**src/rtl/pe_packet_dispatcher.sv**
```systemverilog
// Transmit side of the PE broadcast bus: reads 4-element buffer words and tags each with a packet_idx.
// Optional build macro DISPATCH_STALL_CNT_EN adds a saturating stall_cycles counter output.
//
// state | meaning
// IDLE  | waiting for start
// READ  | buffer read strobe for packet k
// WAIT  | capture read data into the held packet
// SEND  | offer packet; held while the target slot is busy
// FIN   | done pulse, then back to IDLE
module pe_packet_dispatcher #(
    parameter int ADDR_W      = 12,
    parameter int NPKT_W      = 10,
    parameter int IDX_SLOTS   = 32,
    parameter int IFDATA_SIZE = 8
) (
    input  logic                       clk,
    input  logic                       rst_n,
    input  logic                       start,
    input  logic                       abort,
    input  logic                       op_stage,
    input  logic [ADDR_W-1:0]          cfg_base_addr,
    input  logic [NPKT_W-1:0]          cfg_num_pkts,
    input  logic [2:0]                 cfg_rows,
    input  logic [4:0]                 cfg_idx_span,
    input  logic [IDX_SLOTS-1:0]       idx_busy,
    output logic                       buf_rd_en,
    output logic [ADDR_W-1:0]          buf_rd_addr,
    input  logic [4*IFDATA_SIZE-1:0]   buf_rd_data,
    output logic [4*IFDATA_SIZE+5:0]   pe_packet,
    output logic                       busy,
    output logic                       done,
    output logic                       err
`ifdef DISPATCH_STALL_CNT_EN
    ,
    output logic [15:0]                stall_cycles
`endif
);

    // op_stage encoding: 0 = LOAD_FILTER, 1 = CONV
    localparam logic OP_CONV = 1'b1;

    typedef enum logic [2:0] {IDLE, READ, WAIT, SEND, FIN} state_t;

    state_t                   state, state_d;
    logic                     op_q;
    logic [2:0]               rows_q;
    logic [4:0]               span_q;
    logic [ADDR_W-1:0]        addr_q;
    logic [NPKT_W-1:0]        left_q;
    logic [2:0]               row_q;
    logic [1:0]               filt_q;
    logic [4:0]               conv_q;
    logic [4*IFDATA_SIZE-1:0] data_q;

    logic [4:0] cur_idx;
    logic       slot_busy;
    logic       send_fire;
    logic       start_acc;

    assign cur_idx   = (op_q == OP_CONV) ? conv_q : {filt_q, row_q};
    assign slot_busy = idx_busy[cur_idx];
    assign send_fire = (state == SEND) && !slot_busy && !abort;
    assign start_acc = (state == IDLE) && start && !abort;

    always_ff @(posedge clk or negedge rst_n) begin
        if (!rst_n) state <= IDLE;
        else        state <= state_d;
    end

    always_comb begin
        state_d     = state;
        buf_rd_en   = 1'b0;
        buf_rd_addr = addr_q;
        done        = 1'b0;
        busy        = (state != IDLE);
        err         = start && (state != IDLE) && !abort;
        pe_packet   = {send_fire, cur_idx, data_q};
        if (abort) begin
            state_d = IDLE;
        end else begin
            case (state)
                IDLE: if (start) state_d = (cfg_num_pkts == '0) ? FIN : READ;
                READ: begin
                    buf_rd_en = 1'b1;
                    state_d   = WAIT;
                end
                WAIT: state_d = SEND;
                SEND: if (!slot_busy) state_d = (left_q == NPKT_W'(1)) ? FIN : READ;
                FIN: begin
                    done    = 1'b1;
                    state_d = IDLE;
                end
                default: state_d = IDLE;
            endcase
        end
    end

    // CONV span of 0 behaves as 32: span-1 wraps to 31 in 5 bits
    always_ff @(posedge clk or negedge rst_n) begin
        if (!rst_n) begin
            op_q   <= 1'b0;
            rows_q <= '0;
            span_q <= '0;
            addr_q <= '0;
            left_q <= '0;
            row_q  <= '0;
            filt_q <= '0;
            conv_q <= '0;
            data_q <= '0;
        end else if (abort) begin
            addr_q <= '0;
            left_q <= '0;
            row_q  <= '0;
            filt_q <= '0;
            conv_q <= '0;
            data_q <= '0;
        end else if (start_acc) begin
            op_q   <= op_stage;
            rows_q <= cfg_rows;
            span_q <= cfg_idx_span;
            addr_q <= cfg_base_addr;
            left_q <= cfg_num_pkts;
            row_q  <= '0;
            filt_q <= '0;
            conv_q <= '0;
        end else begin
            if (state == WAIT) data_q <= buf_rd_data;
            if (send_fire) begin
                addr_q <= addr_q + ADDR_W'(1);
                left_q <= left_q - NPKT_W'(1);
                if (row_q == rows_q - 3'd1) begin
                    row_q  <= '0;
                    filt_q <= filt_q + 2'd1;
                end else begin
                    row_q <= row_q + 3'd1;
                end
                if (conv_q == span_q - 5'd1) conv_q <= '0;
                else                         conv_q <= conv_q + 5'd1;
            end
        end
    end

`ifdef DISPATCH_STALL_CNT_EN
    always_ff @(posedge clk or negedge rst_n) begin
        if (!rst_n)
            stall_cycles <= '0;
        else if (start_acc)
            stall_cycles <= '0;
        else if ((state == SEND) && slot_busy && !abort && (stall_cycles != 16'hFFFF))
            stall_cycles <= stall_cycles + 16'd1;
    end
`endif

endmodule

```
**config.mk**
```make
export PLATFORM = sky130hd
export DESIGN_NAME = pe_packet_dispatcher
export DESIGN_NICKNAME = d
export VERILOG_FILES = /design/src/rtl/pe_packet_dispatcher.sv
export SDC_FILE = /design/constraint.sdc
export NUM_CORES = 1
export LEC_CHECK = 0
export BUFFER_PORTS_ARGS = -buffer_cell sky130_fd_sc_hd__buf_2
export CAP_MARGIN = 20
export CORE_ASPECT_RATIO = 0.8
export CORE_UTILIZATION = 50
export DETAILED_ROUTE_END_ITERATION = 8
export HOLD_SLACK_MARGIN = 0.06
export PLACE_DENSITY = 0.8
export SYNTH_ARGS = -nofsm -noshare
export SYNTH_HDL_FRONTEND = slang
export SYNTH_SLANG_ARGS = --single-unit
```
**constraint.sdc**
```tcl
create_clock -name clk -period 3.7 [get_ports clk]
set_clock_uncertainty 0.1 [all_clocks]
set_input_delay 0.37 -clock clk [delete_from_list [all_inputs] [get_ports clk]]
set_output_delay 0.37 -clock clk [all_outputs]
set_load 0.01 [all_outputs]
```
==> results of run 1 <==
==> cells in the final DEF, fill, tap and decap left out, types with 3 or more instances in the layout <==
cell and n:
xor2_1 7, a32o_1 4, buf_2 151, inv_1 12
xnor2_1 12, and2_1 3, nand3_1 10, nor2_1 35
nor4_1 11, o21ai_0 12, nor3b_1 7, ha_1 7
nand4_1 3, o22ai_1 8, clkbuf_8 9, mux2i_1 4
and3_1 16, a22oi_1 12, o31ai_1 3, o221ai_1 4
o311ai_0 4, dfrtp_1 76, nand3b_1 4, nor3_1 9
a22o_1 32, nand2_1 20, or3_1 4, a211oi_1 9
a21oi_1 17, bufinv_16 3, mux2_2 8, nand2b_1 28
buf_4 10, nor2b_1 4
==> registers in the layout, indices dropped and copies added, names as in the netlist <==
signal and count:
row_q 3, conv_q 5, rows_q 3, filt_q 2, state 3, buf_rd_addr 12
data_q 32, left_q 10, op_q 1, span_q 5
==> metrics by stage <==
stage          utilization  std cells  hold WS [ns]  instance area (um^2)
2_1_floorplan            -        438       -0.0256                  4280
3_3_place_gp         0.631        676         0.383                  5100
3_5_place_dp         0.631        676         0.387                  5100
4_1_cts              0.661        692         0.109                  5350
5_1_grt              0.663        693         0.122                  5370
6_report             0.663        693        0.0728                  5370
==> critical path: stages, from the launching register on <==
cell     delay, ns
dfrtp_1       0.39
buf_4         0.21
mux2_2        0.39
mux4_2        0.29
a21oi_1       0.15
o31ai_1       0.09
o22ai_2       0.27
buf_4         0.23
and2_1        0.58
o21ai_0       0.20
a32o_1        0.30
==> worst max path at each step <==
| stage | start | end | slack, ns | cells past startpoint |
|---|---|---|---|---|
| 2_1_floorplan | op_q | pe_packet[37] | 1.03 | 10 |
| 3_3_place_gp | op_q | conv_q[4] | 0.53 | 10 |
| 3_5_place_dp | op_q | conv_q[3] | 0.41 | 10 |
| 4_1_cts | op_q | conv_q[3] | 0.42 | 10 |
| 5_1_grt | op_q | conv_q[4] | 0.14 | 10 |
| 6_report | op_q | conv_q[4] | 0.39 | 10 |
==> power by group through the flow <==
stage	Clock, uW	Sequential [uW]	Combinational, uW
after global routing	819	1090	954
after CTS	789	1070	857
after global placement	0	1080	816
after floorplan	0	1090	568
final	771	1070	861
after detailed placement	0	1080	851
==> cell type report <==
class	instances	area (um^2)
fill	682	2730
multi-input combinational	319	2190
sequential	76	1900
timing repair buffer	162	846
tap	108	135
clock buffer	9	124
clock inverter	7	123
inverter	12	45.0
==> metal layers <==
metal	GRT usage	vias to the layer above	routed length [um]
met2	0.420	181	5410
met5	0	-	0
met4	0.0743	0	153
met1	0.362	1948	5130
met3	0.0512	20	710
li1	-	1902	-
==> cells by family after synthesis <==
| kind of cell | synth area share |
|---|---|
| AO/OA/AOI/OAI | 0.204 |
| XOR/XNOR | 0.0389 |
| adder cells (fa/ha/maj) | 0.0205 |
| buffers and inverters | 0.0439 |
| flip-flops | 0.445 |
| multiplexers | 0.0445 |
| AND/OR/NAND/NOR | 0.203 |
==> results.md, run 1 <==
- The run finished with clean final reports.
- The sequential-to-total area share from yosys stat is 0.445.
- The mean cell area of the mapped netlist is slightly below 10 um^2.
- Dividing the detail-routed wire length by the instance count gives 16.4 um.
- After routing, the total negative slack on setup checks comes to 0 ns.
- The initial standard-cell utilization of the core is 0.528.
- In this run, synthesis produced a sequential element count of 76.
- The design draws about 2700 uW.
- The required time reported for the critical path endpoint is 3.83 ns.
- The library cell with the largest summed area after synthesis is dfrtp_1.
- dfrtp_1 is the most common cell in the netlist.
- The placeable core region is 8090 um^2.
- The type of destination of the critical path is a flop.
- Synthesis produced a netlist with a net count of roughly 540.
- The hold buffer count at cts is 0.
- The total number of yosys warnings is 0.
- The total of cells resized after clock tree synthesis is 0.
- The clock tree from TritonCTS is yes.
- The number of buffers created by CTS is 9.
- In this run the static leakage power is 0.00269 uW.
- The wire length of the first global-routing pass is ~19 mm.
- At the worst endpoint, the arrival time is between 3 and 4 ns.
- The register-to-register setup slack is around 0.39 ns.
- The total count of hold-check failures in the final report was 0.
- The number of antenna diodes in the final layout is 0.
- At the later pin of the worst-skew pair, clock insertion delay measures approximately 0.34 ns.
- The H-tree depth is 3.
- The classification of the worst setup path is reg -> reg.
- The total global routing track utilization is 0.262.
- The time the final worst path needs with I/O delays and setup is roughly 3.3 ns.
- Row generation in the floorplan step produced 29 rows.
- VDD sags by at most ~290 uV.
- The clock sink total is 76.
- Clock tree synthesis selected as its root buffer the cell clkbuf_8.
- The share of total power dissipated in sequential elements is 0.397.
- For this run, asynchronously set or reset flops after synthesis account for 1.00.
- The number of enable-type register cells in the synthesized netlist is 0.
- For this design the ratio of total power to cell area is 504 nW/um^2.
- Headroom to the max-slew limit came out at 0.369.
- The number of vias per cell is 5.85.
- The most used flip-flop cell after synthesis is dfrtp_1.
- The count of pins on the block boundary is ~150.
- The routed wire length is approximately 11 mm.
- The layout overhead on the synthesized area is 25.5%.
- STA classifies the critical path startpoint as a flop.
- The final setup slack of the worst path is a little under 0.4 ns.
- Once detailed placement completed, the half-perimeter wirelength came to roughly 8.1 mm.
- The tool flagged a number of max-cap violations equal to 0.
- The largest buffer count on any clock path is 2.
- Of the total power, the share spent switching nets is 0.337.
- Once the clock tree was built, the setup fixing pass inserted 0 buffers.
- Of the available clock period, the critical path in the final layout requires 0.894.
- The die height is 84.7 um.
- The share of total power in combinational logic is 0.318.
- The tightest min-delay check is of the in -> async type.
- The x dimension of the die is ~110 um.
- Of the post-synthesis cell area, the dominant cell type holds 0.445.
- The number of iterations in the first detailed-routing pass is 5.
- The max-slew violation total from the final report came to 0.
- Input and output buffers added on the ports amount to ~150.
- For the pin with the worst max-slew slack, the measured transition is ~0.95 ns.
- The largest net degree at the start of global routing is just under 80.
- The analysis attributes to net switching a power of about 910 uW.
- Setup violations remaining at the end of the flow were counted as 0.
- The post-synthesis instance area is roughly 4300 um^2.
- The cell depth of the worst flop-to-flop path is 10.
- The largest fanout on the critical path is 19.
- The number of routed nets with antenna violations is 0.
- The CTS clock-pin slew for the worst setup and hold paths is 0.08 ns.
- Setup repair after global routing left no endpoint under its margin.
- In the synthesized netlist, the number of instances is between 400 and 500.
- The die covers between 8000 and 9000 um^2.
- Across all layers, the routed design uses a little over 4,000 vias.
- The worst register-to-register path begins at op_q.
- The unique cell type count in the Yosys netlist is 53.
- In the routed design, unresolved DRC markers number 0.
- The routability-driven placement congestion ratio is 0.904.
- By count the netlist is led by 76 x dfrtp_1, 35 x nor2_1, 32 x a22o_1.
- The internal portion of the total power is 1790 uW.
- The number of antenna violations at the first check in global routing is 0.
- Derived from the worst setup path, the maximum achievable clock frequency is about 300 MHz.
- The number of global-route vias before repair is 4,014.
- The worst slack at placement is roughly 0.41 ns.
- For this run the aggregate overflow at the end of global routing stands at 0.
- In this run, the number of DRC markers left after iteration 0 of detailed routing was 211.
- The endpoint identified for the worst register-to-register timing path is conv_q[4].
- In the post-synthesis netlist, the biggest area contributors are dfrtp_1 44%, a22o_1 6.6%, nand2b_1 4.1%.
- The net count reported at finish is roughly 700.
- Of the total power, the clock network draws 0.285.
- Of the cells placed in the final design, the portion with a size suffix greater than 1 is 0.332.
Power figures use the tool's default switching activity.
==> inputs of run 2 (changes only) <==
--- a/config.mk
+++ b/config.mk
@@ -5,13 +5,14 @@
 export SDC_FILE = /design/constraint.sdc
 export NUM_CORES = 1
 export LEC_CHECK = 0
-export BUFFER_PORTS_ARGS = -buffer_cell sky130_fd_sc_hd__buf_2
+export BUFFER_PORTS_ARGS = -buffer_cell sky130_fd_sc_hd__clkbuf_2
 export CAP_MARGIN = 20
 export CORE_ASPECT_RATIO = 0.8
 export CORE_UTILIZATION = 50
 export DETAILED_ROUTE_END_ITERATION = 8
 export HOLD_SLACK_MARGIN = 0.06
 export PLACE_DENSITY = 0.8
+export SKIP_CTS_REPAIR_TIMING = 1
 export SYNTH_ARGS = -nofsm -noshare
 export SYNTH_HDL_FRONTEND = slang
 export SYNTH_SLANG_ARGS = --single-unit
==> run 2 against run 1 <==
  * Sequential share of layout area grew 0.26 points
  * Combinational power down 0.6%
  * Largest cell class unchanged
  * Critical path type unchanged
  * Cell count is the same
==> results.md, run 2 (synthesis gave the netlist of run 1 again) <==
- Result of the run: complete, no violations (unchanged).
- The type of element launching the critical path is a flop (unchanged).
- The detailed-route DRC error count is 0 (unchanged).
- The total power was 2620 uW (was 2710 uW).
- The number of violations reported at the end of detailed-routing iteration 0 came to 257 (was 211).
- The number of flip-flops in the largest register is 32 (unchanged).
- The routed wire length came to 11.1 mm (was 11.4 mm).
- The number of iterations in the first detailed-routing pass is 5 (unchanged).
- The insertion delay to the later sink of the worst-skew pair came to 0.35 ns (was 0.34 ns).
- The number of input and output port buffers inserted is 152 (unchanged).
- The average routed wire per standard cell is 16.0 um (was 16.4 um).
- Commonest cells after routing, fill and taps aside: 151 x clkbuf_2, 76 x dfrtp_1, 35 x nor2_1 (was 151 x buf_2, 76 x dfrtp_1, 35 x nor2_1).
- The data arrival time at the worst-slack endpoint is 3.52 ns (was 3.44 ns).
- The largest net degree at the start of global routing is 77 (unchanged).
- The total via count after detailed routing was 4,010 (was 4,051).
- The number of buffers created by CTS is 9 (unchanged).
- The ratio of total power to cell area is 492 nW/um^2 (was 504 nW/um^2).
- The number of vias per cell came to 5.79 (was 5.85).
- The cell depth of the worst flop-to-flop path is 10 (unchanged).
- The cell area reported after detailed placement came to 5110 um^2 (was 5100 um^2).
- The number of global-route vias before repair was 3,925 (was 4,014).
- The peak ir drop on the vdd network is 320 uV (was 287 uV).
- The clock tree root buffer cell is clkbuf_8 (unchanged).
- The largest buffer count on any clock path came to 2 (unchanged).
- The die height is 84.7 um (unchanged).
- The total global routing track utilization was 0.265 (was 0.262).
- The leading cell type in the layout, fill and taps excluded is clkbuf_2 (was buf_2).
- The sum of overflow across all layers after global routing is 0 (unchanged).
- The count of pins on the block boundary is 153 (unchanged).
- RSZ-0062 raised after global routing: false (unchanged).
- The wire length of the first global-routing pass was 18.8 mm (about the same).
- The terminus of the critical flop-to-flop path is conv_q[4] (unchanged).
- The start of the worst register-to-register path is op_q (unchanged).
- The classification of the worst setup path is reg -> reg (unchanged).
- The transition time at the pin with the least slew margin is 0.954 ns (was 0.946 ns).
- The number of antenna violations at the first check in global routing is 0 (unchanged).
- The net count reported at finish is 686 (unchanged).
- The number of cell rows is 29 (unchanged).
- The layout overhead on the synthesized area is 24.6% (was 25.5%).
- The area enclosed by the die boundary is 8930 um^2 (unchanged).
- The upper clock frequency limit is 295 MHz (was 302 MHz).
- The ratio of cells with drive above 1 in the final layout is 0.332 (unchanged).
- The max-slew violation total from the final report is 0 (unchanged).
- The register-to-register setup slack is 0.31 ns (was 0.39 ns).
- The placeable core region was 8090 um^2 (unchanged).
- The type of destination of the critical path is a flop (unchanged).
- The clock sink total was 76 (unchanged).
- The clock tree from TritonCTS is yes (unchanged).
- The largest fanout on the critical path is 19 (unchanged).
- The number of cells in the design after placement is 677 (was 676).
- The leakage component of the power is 0.00267 uW (was 0.00269 uW).
- The routability-driven placement congestion ratio was 0.902 (was 0.904).
- The max-cap check violation count was 0 (unchanged).
- The worst hold-check path type is in -> async (unchanged).
- The x dimension of the die is 105 um (unchanged).
- The CTS clock-pin slew for the worst setup and hold paths is 0.08 ns (about the same).
- The largest register by flop count is data_q (unchanged).
- The number of routed nets with antenna violations is 0 (unchanged).
- The initial standard-cell utilization of the core is 0.528 (unchanged).
- The total of endpoints with negative setup slack in the final report is 0 (unchanged).
- The total count of hold-check failures in the final report is 0 (unchanged).
- The total half-perimeter wirelength after legalization and detailed placement is 8.11 mm (was 8.09 mm).
- The count of antenna diodes in the layout is 0 (unchanged).
- The count of placed standard cells in the final layout, fillers left out is 693 (unchanged).
- The required time reported for the critical path endpoint is 3.83 ns (about the same).
- The final design instance area without fill came to 5330 um^2 (was 5370 um^2).
- The sum of negative setup slack is 0 ns (unchanged).
- The headroom to the max-slew limit is 0.364 (was 0.369).
- The H-tree depth was 3 (unchanged).
- The layout filler cell count is 689 (was 682).
- The ratio of final minimum period to clock period is 0.916 (was 0.894).
- The time the final worst path needs with I/O delays and setup is 3.39 ns (was 3.31 ns).
[run 2: cell type report]
type                            instances  area, um^2  area share
Sequential cell                        76        1900       0.357
Timing Repair Buffer                  162         838       0.157
Clock inverter                          7        91.3      0.0171
Inverter                               12        45.0     0.00845
Tap cell                              108         135      0.0254
Multi-Input combinational cell        319        2190       0.411
Clock buffer                            9         124      0.0233
[run 2: how the worst max path moves through the flow]
stage / cells past startpoint / start / end
2_1_floorplan: 10 / op_q / pe_packet[37]
3_3_place_gp: 10 / op_q / conv_q[4]
3_5_place_dp: 10 / op_q / conv_q[4]
4_1_cts: 10 / op_q / conv_q[4]
5_1_grt: 10 / op_q / conv_q[4]
6_report: 10 / op_q / conv_q[4]
[run 2: metrics by stage]
step	worst slack, ns	utilization	hold WS, ns
6_report	0.309	0.658	0.0730
5_1_grt	0.0282	0.658	0.110
4_1_cts	0.340	0.658	0.102
3_5_place_dp	0.353	0.632	0.390
2_1_floorplan	1.03	-	-0.0256
3_3_place_gp	0.527	0.632	0.388
[run 2: metal layers]
layer,share of wire,global-route usage
met5,0,0
met4,0.0098,0.0666
met3,0.066,0.0512
met2,0.48,0.441
met1,0.45,0.356
[run 2: critical path, cell delays in order, from the launching register on]
cell and delay, ns:
dfrtp_1 0.38, buf_4 0.21, mux2_2 0.39, mux4_2 0.30
a21oi_1 0.16, o31ai_1 0.09, o22ai_2 0.28, buf_4 0.24
and2_1 0.58, o21ai_0 0.24, a32o_1 0.31
[run 2: where the power goes]
group / leakage (uW) / internal [uW] / switching (uW)
clock: 0.000109 / 377 / 316
combinational: 0.00154 / 381 / 475
sequential: 0.00102 / 958 / 115
total: 0.00267 / 1720 / 905
==> inputs of run 3 (changes only) <==
--- a/config.mk
+++ b/config.mk
@@ -5,13 +5,14 @@
 export SDC_FILE = /design/constraint.sdc
 export NUM_CORES = 1
 export LEC_CHECK = 0
+export ABC_AREA = 1
 export BUFFER_PORTS_ARGS = -buffer_cell sky130_fd_sc_hd__clkbuf_2
 export CAP_MARGIN = 20
 export CORE_ASPECT_RATIO = 0.8
 export CORE_UTILIZATION = 50
 export DETAILED_ROUTE_END_ITERATION = 8
 export HOLD_SLACK_MARGIN = 0.06
-export PLACE_DENSITY = 0.8
+export PLACE_DENSITY = 0.79
 export SKIP_CTS_REPAIR_TIMING = 1
 export SYNTH_ARGS = -nofsm -noshare
 export SYNTH_HDL_FRONTEND = slang
==> constraint.sdc (replaced) <==
create_clock -name clk -period 4.04 [get_ports clk]
set_clock_uncertainty 0.1 [all_clocks]
set_input_delay 0.404 -clock clk [delete_from_list [all_inputs] [get_ports clk]]
set_output_delay 0.404 -clock clk [all_outputs]
set_load 0.01 [all_outputs]
==> run 3 against run 2 <==
  * Sequential power up 8%
  * Critical path depth up 2
  * Worst setup slack better by 0.65 ns
  * Global-route usage down 0.71 points
==> results.md, run 3 <==
- The area taken by multi-input logic gates is 2330 um^2 (was 2190 um^2).
- The sum of overflow across all layers after global routing is 0 (unchanged).
- The total half-perimeter wirelength after legalization and detailed placement is 8.64 mm (was 8.11 mm).
- The average routed wire per standard cell is 13.8 um (was 16.0 um).
- Derived from the worst setup path, the maximum achievable clock frequency is 325 MHz.
- The post-synthesis sequential element count is 76 (unchanged).
- The ratio of cells with drive above 1 in the final layout is 0.275 (was 0.332).
- The library cell with the largest summed area after synthesis was dfrtp_1 (unchanged).
- The time the final worst path needs with I/O delays and setup is ~3.1 ns.
- The number of global-route vias before repair is 4,198 (was 3,925).
- The number of routed nets with antenna violations is 0 (unchanged).
- The footprint of the flip-flops and latches came to 1900 um^2 (unchanged).
- The cell area reported after detailed placement is 5460 um^2 (was 5110 um^2).
- The placeable core region is 9080 um^2 (was 8090 um^2).
- Leading cell types by total area after synthesis: dfrtp_1 41%, nand3_1 14%, nand2_1 12% (was dfrtp_1 44%, a22o_1 6.6%, nand2b_1 4.1%).
- The relative contribution of sequential cells to total power is 0.328 (was 0.409).
- The peak ir drop on the vdd network was 273 uV (was 320 uV).
- The most instantiated library cell after synthesis is nand2_1 (was dfrtp_1).
- The total global routing track utilization was 0.257 (was 0.265).
- The initial standard-cell utilization of the core was 0.516 (was 0.528).
- The net load switching power is 1500 uW (was 905 uW).
- The leakage component of the power is 0.00318 uW (was 0.00267 uW).
- The number of violations reported at the end of detailed-routing iteration 0 is 306 (was 257).
- Commonest cells after routing, fill and taps aside: 151 x clkbuf_2, 149 x nand2_1, 127 x nand3_1 (was 151 x clkbuf_2, 76 x dfrtp_1, 35 x nor2_1).
- The mean cell area of the mapped netlist came to 7.54 um^2 (was 9.76 um^2).
- The layout overhead on the synthesized area is 23.2% (was 24.6%).
- The share of total power in combinational logic was 0.435 (was 0.326).
- The synthesized netlist net count was 727 (was 544).
- The number of cell rows is 31 (was 29).
- The number of flip-flops in the largest register is 32 (unchanged).
- Result of the run: complete, no violations (unchanged).
- The insertion delay to the later sink of the worst-skew pair is 0.34 ns (was 0.35 ns).
- The number of input and output port buffers inserted is 152 (unchanged).
- The fraction of power consumed by the clock network is 0.237 (was 0.264).
- The die height is 88.5 um (was 84.7 um).
- Top cells by count, synth: 149 x nand2_1, 127 x nand3_1, 76 x dfrtp_1, 76 x inv_1, 25 x nor2_1 (was 76 x dfrtp_1, 35 x nor2_1, 32 x a22o_1).
- The sum of negative setup slack came to 0 ns (unchanged).
- The H-tree depth is 3 (unchanged).
- The worst hold-check path type is in -> async (unchanged).
- The type of destination of the critical path is an output pin (was flop).
- The largest buffer count on any clock path came to 2 (unchanged).
- The number of antenna violations at the first check in global routing is 0 (unchanged).
- The gate count of the mapped netlist was 621 (was 438).
- The most used flip-flop cell after synthesis was dfrtp_1 (unchanged).
- The area enclosed by the die boundary is 9750 um^2 (was 8930 um^2).
- The leading cell type in the layout, fill and taps excluded is clkbuf_2 (unchanged).
- The clock tree from TritonCTS is yes (unchanged).
- The number of iterations in the first detailed-routing pass is 5 (unchanged).
- The clock sink total was 76 (unchanged).
- The x dimension of the die is 110 um (was 105 um).
- The largest fanout on the critical path is 17 (was 19).
- The CTS clock-pin slew for the worst setup and hold paths is 0.06 ns (was 0.08 ns).
- The share of total power consumed by net switching was 0.426 (was 0.345).
- The routed wire length is 12.1 mm (was 11.1 mm).
- The number of buffers created by CTS is 9 (unchanged).
- The number of enable-type register cells in the synthesized netlist is 0 (unchanged).
- The sequential-to-total area share from yosys stat came to 0.406 (was 0.445).
- The count of pins on the block boundary is 153 (unchanged).
- The number of vias per cell is 5.32 (was 5.79).
- The internal power component is 2030 uW (was 1720 uW).
- The clock tree root buffer cell was clkbuf_16 (was clkbuf_8).
- The routability-driven placement congestion ratio is 0.879 (was 0.902).
- The layout filler cell count is 780 (was 689).
- The data arrival time at the worst-slack endpoint is 2.57 ns (was 3.52 ns).
- The transition time at the pin with the least slew margin is 1.07 ns (was 0.954 ns).
- The headroom to the max-slew limit is 0.288 (was 0.364).
- The net count reported at finish came to 864 (was 686).
- The total number of yosys warnings is 0 (unchanged).
- The ratio of total power to cell area is 613 nW/um^2 (was 492 nW/um^2).
- The type of element launching the critical path is a flop (unchanged).
- The max-cap check violation count was 0 (unchanged).
- The post-synthesis instance area is 4680 um^2 (was 4280 um^2).
- The total count of hold-check failures in the final report came to 0 (unchanged).
- The classification of the worst setup path is reg -> out (was reg -> reg).
- The wire length of the first global-routing pass is 19.4 mm (was 18.8 mm).
- The required time reported for the critical path endpoint is 3.54 ns (was 3.83 ns).
- The async set-or-reset flop fraction in the synthesized netlist is 1.00 (unchanged).
- The total via count after detailed routing is 4,671 (was 4,010).
- RSZ-0062 raised after global routing: false (unchanged).
- The final design instance area without fill came to 5770 um^2 (was 5330 um^2).
- The ratio of final minimum period to clock period is 0.762.
- The detailed-route DRC error count is 0 (unchanged).
- The count of antenna diodes in the layout was 0 (unchanged).
- The max-slew violation total from the final report came to 0 (unchanged).
- The largest net degree at the start of global routing is 77 (unchanged).
- The total of endpoints with negative setup slack in the final report was 0 (unchanged).
- The unique cell type count in the Yosys netlist is 33 (was 53).
- The area fraction of the dominant cell type after synthesis came to 0.406 (was 0.445).
- The largest register by flop count was data_q (unchanged).
## run 3: layout make-up
cell class                      instances  area share
Clock buffer                            9      0.0391
Inverter                               76      0.0495
Timing Repair Buffer                  156       0.139
Sequential cell                        76       0.330
Clock inverter                          7      0.0143
Tap cell                              115      0.0250
Multi-Input combinational cell        439       0.404
## run 3: path summary, 6_finish.rpt
| kind | start | to | slack (ns) | cells after the start |
|---|---|---|---|---|
| max | op_q | pe_packet[37] | 0.96 | 12 |
| min | rst_n | span_q[0] | 0.10 | 1 |
| max reg2reg | state[0] | filt_q[1] | 1.14 | 10 |
| min reg2reg | data_q[1] | data_q[1] | 0.40 | 2 |
| max in group asynchronous | rst_n | buf_rd_addr[10] | 3.11 | 1 |
| min in group clk | cfg_idx_span[0] | span_q[0] | 0.17 | 3 |
## run 3: critical path, stage by stage (launching register included)
cell and delay (ns):
dfrtp_1 0.52, inv_1 0.23, nand2_1 0.11, nand2_1 0.24, nand2_1 0.08, nand3_1 0.11, nand3_1 0.08, nand3_1 0.10
nand3_2 0.11, nand2_4 0.11, nand2_4 0.15, nor2_1 0.21, clkbuf_2 0.17
## run 3: routing by layer
layer | track usage | up-vias | wire [um]
met3 | 0.0567 | 8 | 828
met1 | 0.336 | 2207 | 5290
met2 | 0.443 | 160 | 5900
met4 | 0.0526 | 0 | 77
met5 | 0 | - | 0
li1 | - | 2296 | -
## run 3: power groups by stage
stage / registers, uW / clock network (uW) / logic [uW]
floorplan: 1160 / 0 / 1150
detailed placement: 1160 / 0 / 1530
global placement: 1150 / 0 / 1470
global route: 1190 / 879 / 1730
CTS: 1150 / 849 / 1540
finish: 1160 / 838 / 1540
## run 3: per-stage QoR
step / util / total power (uW) / setup slack [ns] / hold WS (ns) / instances
4_1_cts: 0.635 / 3540 / 0.994 / 0.147 / 878
3_3_place_gp: 0.600 / 2630 / 1.34 / 0.381 / 861
3_5_place_dp: 0.601 / 2690 / 1.23 / 0.386 / 862
5_1_grt: 0.635 / 3800 / 0.717 / 0.180 / 878
2_1_floorplan: - / 2300 / 1.75 / 0.00841 / 621
6_report: 0.635 / 3530 / 0.962 / 0.104 / 878
## run 3: cell families (layout without fill, tap and decap cells)
| kind of cell | Yosys count | in the layout | share of synthesized area |
|---|---|---|---|
| AO/OA/AOI/OAI | 60 | 60 | 0.0810 |
| XOR/XNOR | 26 | 26 | 0.0487 |
| adder cells (fa/ha/maj) | 7 | 7 | 0.0187 |
| buffers and inverters | 106 | 248 | 0.0981 |
| flip-flops | 76 | 76 | 0.406 |
| AND/OR/NAND/NOR | 346 | 346 | 0.347 |
